===== src/rtl/mips_multicycle_ctrl.sv =====
// Main control FSM for the multicycle MIPS datapath: sequences fetch/decode/execute
// and drives every datapath select and write enable, plus the 3-bit ALU control.
module mips_multicycle_ctrl (
  input  logic       clk,
  input  logic       reset,
  input  logic [5:0] op,
  input  logic [5:0] funct,
  input  logic       zero,
  output logic       iord,
  output logic       memwrite,
  output logic       irwrite,
  output logic       regdst,
  output logic       memtoreg,
  output logic       regwrite,
  output logic       alusrca,
  output logic [1:0] alusrcb,
  output logic       immsel,
  output logic [1:0] pcsrc,
  output logic       pcen,
  output logic [2:0] alucontrol,
  output logic [3:0] state
);

  localparam logic [5:0] OP_RTYPE = 6'b000000;
  localparam logic [5:0] OP_LW    = 6'b100011;
  localparam logic [5:0] OP_SW    = 6'b101011;
  localparam logic [5:0] OP_BEQ   = 6'b000100;
  localparam logic [5:0] OP_ADDI  = 6'b001000;
  localparam logic [5:0] OP_ANDI  = 6'b001100;
  localparam logic [5:0] OP_ORI   = 6'b001101;
  localparam logic [5:0] OP_J     = 6'b000010;

  typedef enum logic [3:0] {
    S_FETCH   = 4'd0,
    S_DECODE  = 4'd1,
    S_MEMADR  = 4'd2,
    S_MEMRD   = 4'd3,
    S_MEMWB   = 4'd4,
    S_MEMWR   = 4'd5,
    S_EXECUTE = 4'd6,
    S_ALUWB   = 4'd7,
    S_BRANCH  = 4'd8,
    S_IMMEX   = 4'd9,
    S_IMMWB   = 4'd10,
    S_JUMP    = 4'd11
  } state_t;

  state_t state_q, state_d;
  logic   pcwrite, branch;
  logic [2:0] funct_alu;

  always_ff @(posedge clk) begin
    if (reset) state_q <= S_FETCH;
    else       state_q <= state_d;
  end

  // Unlisted funct codes fall back to add so an unknown R-type behaves like add.
  always_comb begin
    case (funct)
      6'b100000: funct_alu = 3'b010;
      6'b100010: funct_alu = 3'b110;
      6'b100100: funct_alu = 3'b000;
      6'b100101: funct_alu = 3'b001;
      6'b101010: funct_alu = 3'b111;
      default:   funct_alu = 3'b010;
    endcase
  end

  always_comb begin
    state_d    = S_FETCH;
    iord       = 1'b0;
    memwrite   = 1'b0;
    irwrite    = 1'b0;
    regdst     = 1'b0;
    memtoreg   = 1'b0;
    regwrite   = 1'b0;
    alusrca    = 1'b0;
    alusrcb    = 2'b00;
    immsel     = 1'b0;
    pcsrc      = 2'b00;
    alucontrol = 3'b000;
    pcwrite    = 1'b0;
    branch     = 1'b0;
    case (state_q)
      S_FETCH: begin
        alusrcb    = 2'b01;
        alucontrol = 3'b010;
        irwrite    = 1'b1;
        pcwrite    = 1'b1;
        state_d    = S_DECODE;
      end
      S_DECODE: begin
        alusrcb    = 2'b11;
        alucontrol = 3'b010;
        case (op)
          OP_LW, OP_SW:               state_d = S_MEMADR;
          OP_RTYPE:                   state_d = S_EXECUTE;
          OP_BEQ:                     state_d = S_BRANCH;
          OP_ADDI, OP_ANDI, OP_ORI:   state_d = S_IMMEX;
          OP_J:                       state_d = S_JUMP;
          default:                    state_d = S_FETCH;
        endcase
      end
      S_MEMADR: begin
        alusrca    = 1'b1;
        alusrcb    = 2'b10;
        alucontrol = 3'b010;
        state_d    = (op == OP_SW) ? S_MEMWR : S_MEMRD;
      end
      S_MEMRD: begin
        iord    = 1'b1;
        state_d = S_MEMWB;
      end
      S_MEMWB: begin
        memtoreg = 1'b1;
        regwrite = 1'b1;
        state_d  = S_FETCH;
      end
      S_MEMWR: begin
        iord     = 1'b1;
        memwrite = 1'b1;
        state_d  = S_FETCH;
      end
      S_EXECUTE: begin
        alusrca    = 1'b1;
        alucontrol = funct_alu;
        state_d    = S_ALUWB;
      end
      S_ALUWB: begin
        regdst   = 1'b1;
        regwrite = 1'b1;
        state_d  = S_FETCH;
      end
      S_BRANCH: begin
        alusrca    = 1'b1;
        alucontrol = 3'b110;
        pcsrc      = 2'b01;
        branch     = 1'b1;
        state_d    = S_FETCH;
      end
      S_IMMEX: begin
        alusrca = 1'b1;
        alusrcb = 2'b10;
        case (op)
          OP_ANDI: begin alucontrol = 3'b000; immsel = 1'b1; end
          OP_ORI:  begin alucontrol = 3'b001; immsel = 1'b1; end
          default: begin alucontrol = 3'b010; immsel = 1'b0; end
        endcase
        state_d = S_IMMWB;
      end
      S_IMMWB: begin
        regwrite = 1'b1;
        state_d  = S_FETCH;
      end
      S_JUMP: begin
        pcsrc   = 2'b10;
        pcwrite = 1'b1;
        state_d = S_FETCH;
      end
      default: state_d = S_FETCH;
    endcase

    pcen = pcwrite | (branch & zero);

    // Reset squashes everything combinationally so an aborted instruction never writes.
    if (reset) begin
      iord       = 1'b0;
      memwrite   = 1'b0;
      irwrite    = 1'b0;
      regdst     = 1'b0;
      memtoreg   = 1'b0;
      regwrite   = 1'b0;
      alusrca    = 1'b0;
      alusrcb    = 2'b00;
      immsel     = 1'b0;
      pcsrc      = 2'b00;
      alucontrol = 3'b000;
      pcen       = 1'b0;
    end
  end

  assign state = reset ? 4'd0 : state_q;

endmodule

===== config.mk =====
export PLATFORM = sky130hd
export DESIGN_NAME = mips_multicycle_ctrl
export DESIGN_NICKNAME = d
export VERILOG_FILES = /design/src/rtl/mips_multicycle_ctrl.sv
export SDC_FILE = /design/constraint.sdc
export NUM_CORES = 1
export LEC_CHECK = 0
export BUFFER_PORTS_ARGS = -buffer_cell sky130_fd_sc_hd__buf_4
export CORE_MARGIN = 1
export CORE_UTILIZATION = 43
export DETAILED_ROUTE_END_ITERATION = 8
export MAX_ROUTING_LAYER = met4
export PLACE_DENSITY = 0.76
export SYNTH_ARGS = -nofsm -noshare
export SYNTH_HDL_FRONTEND = slang
export SYNTH_SLANG_ARGS = --single-unit

===== constraint.sdc =====
create_clock -name clk -period 1.7 [get_ports clk]
set_clock_uncertainty 0.05 [all_clocks]
set_input_delay 0.17 -clock clk [delete_from_list [all_inputs] [get_ports clk]]
set_output_delay 0.17 -clock clk [all_outputs]
set_load 0.02 [all_outputs]

# Word level (Yosys, flattened, before mapping)
# Index checks and enable logic that the tools add are counted.
[word_totals] output_inout_bits=20 in_bits=15 reg_bits=4 word_cells=68
[op_classes] bitwise_logic=2 mux=32 n_eq_ne=22 reduce_logical=11
[ops] operator="$eq A6 B6 Y1 const B" count=6
[ops] operator="$pmux W3 S4" count=2
[ops] operator="$pmux W4 S6" count=1
[ops] operator="$mux W1" count=20
[ops] operator="$pmux W4 S5" count=1
[ops] operator="$eq A6 B4 Y1 const B" count=3
[ops] operator="$eq A4 B3 Y1 const B" count=4
[ops] operator="$eq A4 B4 Y1 const B" count=4
[ops] operator="$reduce_or A2 Y1" count=5
[ops] operator="$reduce_or A3 Y1" count=3
[ops] operator="$eq A4 B2 Y1 const B" count=2
[ops] operator="$pmux W2 S2" count=2
[ops] operator="$eq A6 B2 Y1 const B" count=1
[ops] operator="$eq A6 B3 Y1 const B" count=1
[ops] operator="$logic_not A6 Y1" count=1
[ops] operator="$mux W3" count=2
[ops] operator="$pmux W2 S3" count=1
[ops] operator="$eq A4 B1 Y1 const B" count=1
[ops] operator="$logic_not A4 Y1" count=1
[ops] operator="$mux W2" count=2
[ops] operator="$mux W4" count=1
[ops] operator="$reduce_or A4 Y1" count=1
[ops] operator="$and A1 B1 Y1" count=1
[ops] operator="$or A1 B1 Y1" count=1

# Depth between registers and ports, before layout
# Gate-level depths: netlist of run 1.
[logic_depth] depth_word=5 mapped_depth=5 mapped_depth_nobuf=4

# Worst setup path before layout of run 1
# OpenSTA, ideal clock, no wires.
[synth_timing] kind="register -> output" start="reg state_q[1]" end="out iord" required_ns=1.480 stages_incl_launch_ff=5 t_arrival_ns=1.483 setup_slack_ns=-0.003 cell_sequence="dfxtp_1 -> buf_2 -> buf_2 -> xnor2_1 -> nor4b_1"
[synth_via] elab_chain_len=4 word_cells_on_any_way=5
[synth_rtl] element="from (decl)" line="48" source="state_t state_q, state_d;"
[synth_rtl] element="from (signal assigned)" line="54" source="else state_q <= state_d;"
[synth_rtl] element="$eq A4 B2 Y1 or $eq A4 B3 Y1 (tied branches)" line="84" source="case (state_q)"
[synth_rtl] element="$reduce_or A2 Y1 (no source line) *"
[synth_rtl] element="$mux W1 *" line="84"
[synth_rtl] element="$mux W1 *" line="166" source="if (reset) begin"
[synth_rtl] element="to (decl)" line="9" source="output logic iord,"
# Every way passes the cells marked *; elsewhere a longest branch is shown, timed or not.

# Worst setup path after layout of run 1
[layout_timing] start="reg state_q[1]" end="out irwrite"
[layout_via] elab_chain_len=3
[layout_rtl] element="$logic_not A4 Y1" line="84"
[layout_rtl] element="$mux W1" line="84"
[layout_rtl] element="$mux W1" line="166"
[layout_rtl] element="to (decl)" line="11" source="output logic irwrite,"
# Every way passes these cells.

==> metrics, run 1 <==
post-placement cell count 144; dpl cell area 953 sq um; row cnt 13; Leakage 0.000451 uW; Synth area leader dfxtp_1; biggest regs state_q x4; Routed wire per std cell 14.4 um; 1st-pass router iterations 4; Syn Std Cell Area 642 sq um; R2R setup slack 0.38 ns; max reg flops 4; Final period util 98.7%; ant diodes 0; Hold-fix buffers, CTS 0; FF-to-FF path depth 4; Inserted Clock Buffers 3; Clock power frac 32.1%; Die W 40.6 um; post-synthesis sequential area ratio 12.5%; number of global-route vias before repair 660; post-route cell area 1060 sq um; FF-to-FF End state_q[0]; ANT nets after route 0; Worst path slowest cell or4_4; Critical Path AT 1.46 ns; Routed WL 2.13 mm; post-layout min period 1.68 ns; Avg Inst Size Synth 6.76 sq um; Flop pwr share 25.7%; Max VDD drop 0.409 mV; max-slew violations 0; worst-skew pair later-pin latency 0.25 ns; CP peak stage delay 0.52 ns; first-pass GRT wire length 2.79 mm; detailed-route via count 855; Crit Path Class reg -> out; Crit Reg-Reg Startpoint state_q[1]; Max Cap Violations 0; HP Class in -> reg; Setup TNS Final 0 ns; grt ovf 0; Sw Ratio 34.6%; Total Power 395 uW; most flop-heavy register state_q; fillcell total 99; Post-Syn Instances 95; DR WL met3 128 um; crit path from state_q[1]; share of cells above drive strength 1 50.4%; DR WL met2 1.08 mm; ranking of synthesized cells by area dfxtp_1 (12%), nor2_1 (8.2%), nor3_1 (6.2%); Hold Vio Cnt, Final 0; Psw 137 uW; Internal Power 258 uW; Ys Warns 0; Starting Density 47.5%; clk buf depth 2; clk root buf clkbuf_4; status finished clean; Synth Register Bits 4; clock sinks 4; DRT iter0 DRCs 22; Worst Path Max Fanout 8; crit-path cells buf_6, or4_4, nor2_4, buf_6; worst endpoint required time 1.48 ns; Core Area 1350 sq um; post-synth net total 110; power per cell area 371 nW/um^2; Distinct cells, synth 36; post-DP HPWL 1.52 mm; Via-to-Cell Ratio 5.78; layout net count 150; final setup violation count 0; Clk pin slew, worst setup/hold paths 0.04 ns; Final GP Congestion 0.867; Slew headroom 66.3%; Slew @ Worst Pin 0.498 ns; H-tree depth 1; RSZ-0062 raised after global routing yes; Synth Flop Type dfxtp_1; Gate power share 42.2%; PortBufs 34; total die area 1650 sq um; Core Util, Final 78.9%; Boundary Pins 35; gr usage total 26.7%; fmax 0.596 GHz; met1 WL 909 um; Post-synth ARST share 0%; EDFF count, synth 0; CTS tree done; Yosys top cell area share 12.5%; die height 40.6 um; crit path launch type flip-flop; initial antenna violation count 0; Area Overhead vs Synth 65.9%; cell repeated most along the worst path buf_6; crit path to irwrite; CP Capture Type primary output; Residual DRC 0; largest net degree at the start of global routing 19; Layout Cells excl Fill 148; Max Used Layer met4
==> cell usage in the layout (no fill, tap or decap), types with 2 or more instances in the layout <==
cell type	count
nor2b_4	3
nor4b_1	2
nor3_1	6
a31oi_1	2
nand3_1	2
nor4_1	2
a2111oi_2	2
a21o_1	2
inv_1	4
buf_4	42
o21ai_1	3
a211oi_1	2
dfxtp_2	3
nand2b_1	6
nor2b_1	2
a21oi_1	5
nor4b_2	2
a22o_1	2
nor2_1	13
nand2_1	2
buf_6	2
o21bai_1	2
clkbuf_4	3
==> worst min-delay path by stage <==
stage               start         end  cells after the start
floorplan           op[3]  state_q[2]                      3
global placement    reset  state_q[0]                      2
detailed placement  reset  state_q[3]                      2
CTS                 reset  state_q[3]                      2
global route        reset  state_q[0]                      2
finish              reset  state_q[0]                      2
==> logic make-up (layout without fill, tap and decap cells) <==
| kind of cell | Yosys count | after routing | synth area share, % |
|---|---|---|---|
| AOI/OAI and AO/OA | 26 | 26 | 30.8 |
| and+or+nand+nor | 49 | 49 | 44.6 |
| xor gates and xnor gates | 1 | 1 | 1.36 |
| muxes | 1 | 1 | 1.56 |
| buffers and inverters | 14 | 52 | 9.16 |
| DFF | 4 | 4 | 12.5 |
==> per-layer routing <==
metal	global-route usage, %	vias up
met5	-	-
met4	10.0	0
met1	33.4	388
met2	41.3	38
met3	6.52	3
li1	-	426
==> repair_timing <==
item                                    CTS  global route
pin swaps                                 1             4
gates resized for setup                   7            15
buffers inserted                          0             1
endpoints found under the setup margin    5             6
==> worst max-delay path, delay by kind of cell, from the launching register on <==
kind | cells | cell delay, ns
and+or+nand+nor | 2 | 0.62
DFF | 1 | 0.33
buffers and inverters | 2 | 0.26
==> synthesized netlist by cell type, types with 2 or more instances <==
cell / n
dfxtp_1: 4
a2111oi_2: 2
buf_2: 5
nor4b_1: 3
a22o_1: 2
o21bai_1: 2
nand2b_1: 6
nand2_1: 2
a211oi_1: 3
nor4_1: 2
a21oi_1: 5
nor3_1: 8
o21ai_1: 3
nor2b_1: 4
a21o_1: 2
nor2_1: 14
a31oi_1: 2
clkbuf_1: 4
nand3_1: 2
inv_1: 4
==> power groups by stage <==
| stage | Clock [uW] | Combinational (uW) | Sequential, uW |
|---|---|---|---|
| final | 127 | 167 | 102 |
| after global routing | 134 | 179 | 102 |
| after CTS | 128 | 157 | 102 |
| after detailed placement | 0 | 153 | 103 |
| after global placement | 0 | 151 | 103 |
| after floorplan | 0 | 83.3 | 99.6 |
==> final cells by class <==
class	instances	area (sq um)	share of cell area, %
timing repair buffer	45	353	33.1
inverter	4	15.0	1.41
clock buffer	3	22.5	2.12
tap	15	18.8	1.76
sequential	4	87.6	8.23
multi-input combinational	77	568	53.3
==> per-stage QoR <==
stage               setup WS (ns)  hold slack (ns)
floorplan                  0.0969            0.308
global placement            0.214            0.444
detailed placement          0.184            0.446
CTS                      -0.00317            0.185
global route              -0.0395            0.215
finish                     0.0226            0.199
No activity file was read; power rests on OpenSTA's default activity.
==> run 2: changes to the inputs <==
--- a/config.mk
+++ b/config.mk
@@ -11,6 +11,7 @@
 export DETAILED_ROUTE_END_ITERATION = 8
 export MAX_ROUTING_LAYER = met4
 export PLACE_DENSITY = 0.76
+export REMOVE_ABC_BUFFERS = 1
 export SYNTH_ARGS = -nofsm -noshare
 export SYNTH_HDL_FRONTEND = slang
 export SYNTH_SLANG_ARGS = --single-unit
==> run 2 against run 1 <==
The flow now finishes with violations (setup timing); die area unchanged; fmax decreased by 1.5%; non-clock buffer count increased by 6; register-to-register slack got worse by 0.05 ns; critical endpoint is now alucontrol[1]; largest cell class unchanged; cell area increased by 5.2%; worst setup slack got worse by 0.026 ns; largest power group unchanged.
==> metrics, run 2 (same netlist as run 1, synthesis figures left out) <==
status complete, but fails checks; failing checks setup timing; grt ovf 0; Residual DRC 0; most flop-heavy register state_q; max-slew violations 0; Leakage 0.000499 uW; Hold Vio Cnt, Final 0; Die W 40.6 um; die height 40.6 um; 1st-pass router iterations 4; biggest regs state_q x4; initial antenna violation count 0; post-DP HPWL 1.45 mm; Setup TNS Final -0.00395 ns; Critical Path AT 1.48 ns; Total Power 399 uW; Crit Path Class reg -> out; final setup violation count 2; max reg flops 4; Routed WL 2.50 mm; Inserted Clock Buffers 3; pre-CTS WS 0.132 ns; total die area 1650 sq um; crit path launch type flip-flop; worst endpoint required time 1.48 ns; Final period util 100%; met1 WL 1.02 mm; Max Cap Violations 0; clk root buf clkbuf_4; crit-path cells buf_4, a41o_2, a221oi_2, buf_4; detailed-route via count 919; RSZ-0062 raised after global routing yes; DR WL met3 211 um; Area Overhead vs Synth 74.5%; most frequent cells in the layout buf_4 (46), nor2_1 (13), nor3_1 (6), nand2b_1 (5), a21oi_1 (5); DRT iter0 DRCs 30; CP peak stage delay 0.35 ns; clk buf depth 2; Final GP Congestion 0.863; H-tree depth 1; most common cell after layout, fill and taps aside buf_4; clock sinks 4; first-pass GRT wire length 3.24 mm; post-layout min period 1.70 ns; cell repeated most along the worst path buf_4; Starting Density 47.5%; HP Class in -> reg; Hold Worst Slack 0.193 ns; CP Capture Type primary output; number of global-route vias before repair 720; fin worst setup slack -0.00327 ns; dpl cell area 925 sq um; Boundary Pins 35; share of cells above drive strength 1 51.8%; Routed wire per std cell 16.2 um; CP delay by family, top compound AO/OA/AOI/OAI gates; power per cell area 357 nW/um^2; worst-skew pair later-pin latency 0.24 ns; ANT nets after route 0; largest net degree at the start of global routing 19; fmax 0.587 GHz; PortBufs 34; Slew @ Worst Pin 0.465 ns; Worst Path Max Fanout 9; Worst path slowest cell dfxtp_4; Max VDD drop 0.315 mV; Slew headroom 68.6%; layout net count 156; Max Used Layer met4; Buffers & Inverters on Critical Path 2; row cnt 13; ant diodes 0; Clk pin slew, worst setup/hold paths 0.04 ns; gr usage total 30.0%; post-route cell area 1120 sq um; Core Area 1350 sq um; DR WL met2 1.22 mm; CTS tree done; Via-to-Cell Ratio 5.97
run 2: changes by cell type in the layout (fill, tap and decap cells not counted), sizes merged:
cell  change
buf       +6
run 2: layout make-up:
| class | instances | area (sq um) |
|---|---|---|
| multi-input cells | 77 | 558 |
| repair buffers | 51 | 414 |
| fillers | 77 | 230 |
| flip-flops and latches | 4 | 91.3 |
| clock buffers | 3 | 22.5 |
| well taps | 15 | 18.8 |
| inverters | 4 | 15.0 |
run 2: metrics by stage:
stage / util (%) / instances
after CTS: 77.0 / 149
after global placement: 68.5 / 141
after floorplan: - / 85
after global routing: 82.9 / 154
after detailed placement: 68.5 / 141
final: 82.9 / 154
run 2: what timing repair did:
action	CTS	global route
gates resized for setup	13	10
endpoints found under the setup margin	5	6
buffers inserted	5	5
hold buffers	0	0
pin swaps	2	4
endpoints found under the hold margin	0	0
run 2: worst reg2reg max path: stages, from the launching register on:
cell,delay [ns]
dfxtp_4,0.37
buf_8,0.15
buf_4,0.14
nor4_1,0.26
nand3_1,0.14
a21oi_1,0.18
run 2: path summary, 6_finish.rpt:
check / slack [ns] / start / depth (start not counted) / to
min: 0.19 / reset / 2 / state_q[3]
min reg2reg: 0.55 / state_q[0] / 2 / state_q[0]
max reg2reg: 0.33 / state_q[2] / 5 / state_q[2]
max: -0.003 / state_q[1] / 4 / alucontrol[1]
run 2: per-layer routing:
layer	up-vias	track usage, %
met4	0	9.17
met2	58	50.4
met5	-	-
met3	6	2.17
met1	413	38.2
li1	442	-
run 2: power by group:
part	total [uW]	internal (uW)	switching [uW]	leakage, uW
clock	126	79.5	46.8	0.0000138
sequential	96.8	93.4	3.40	0.0000350
combinational	176	86.4	89.9	0.000450
total	399	259	140	0.000499
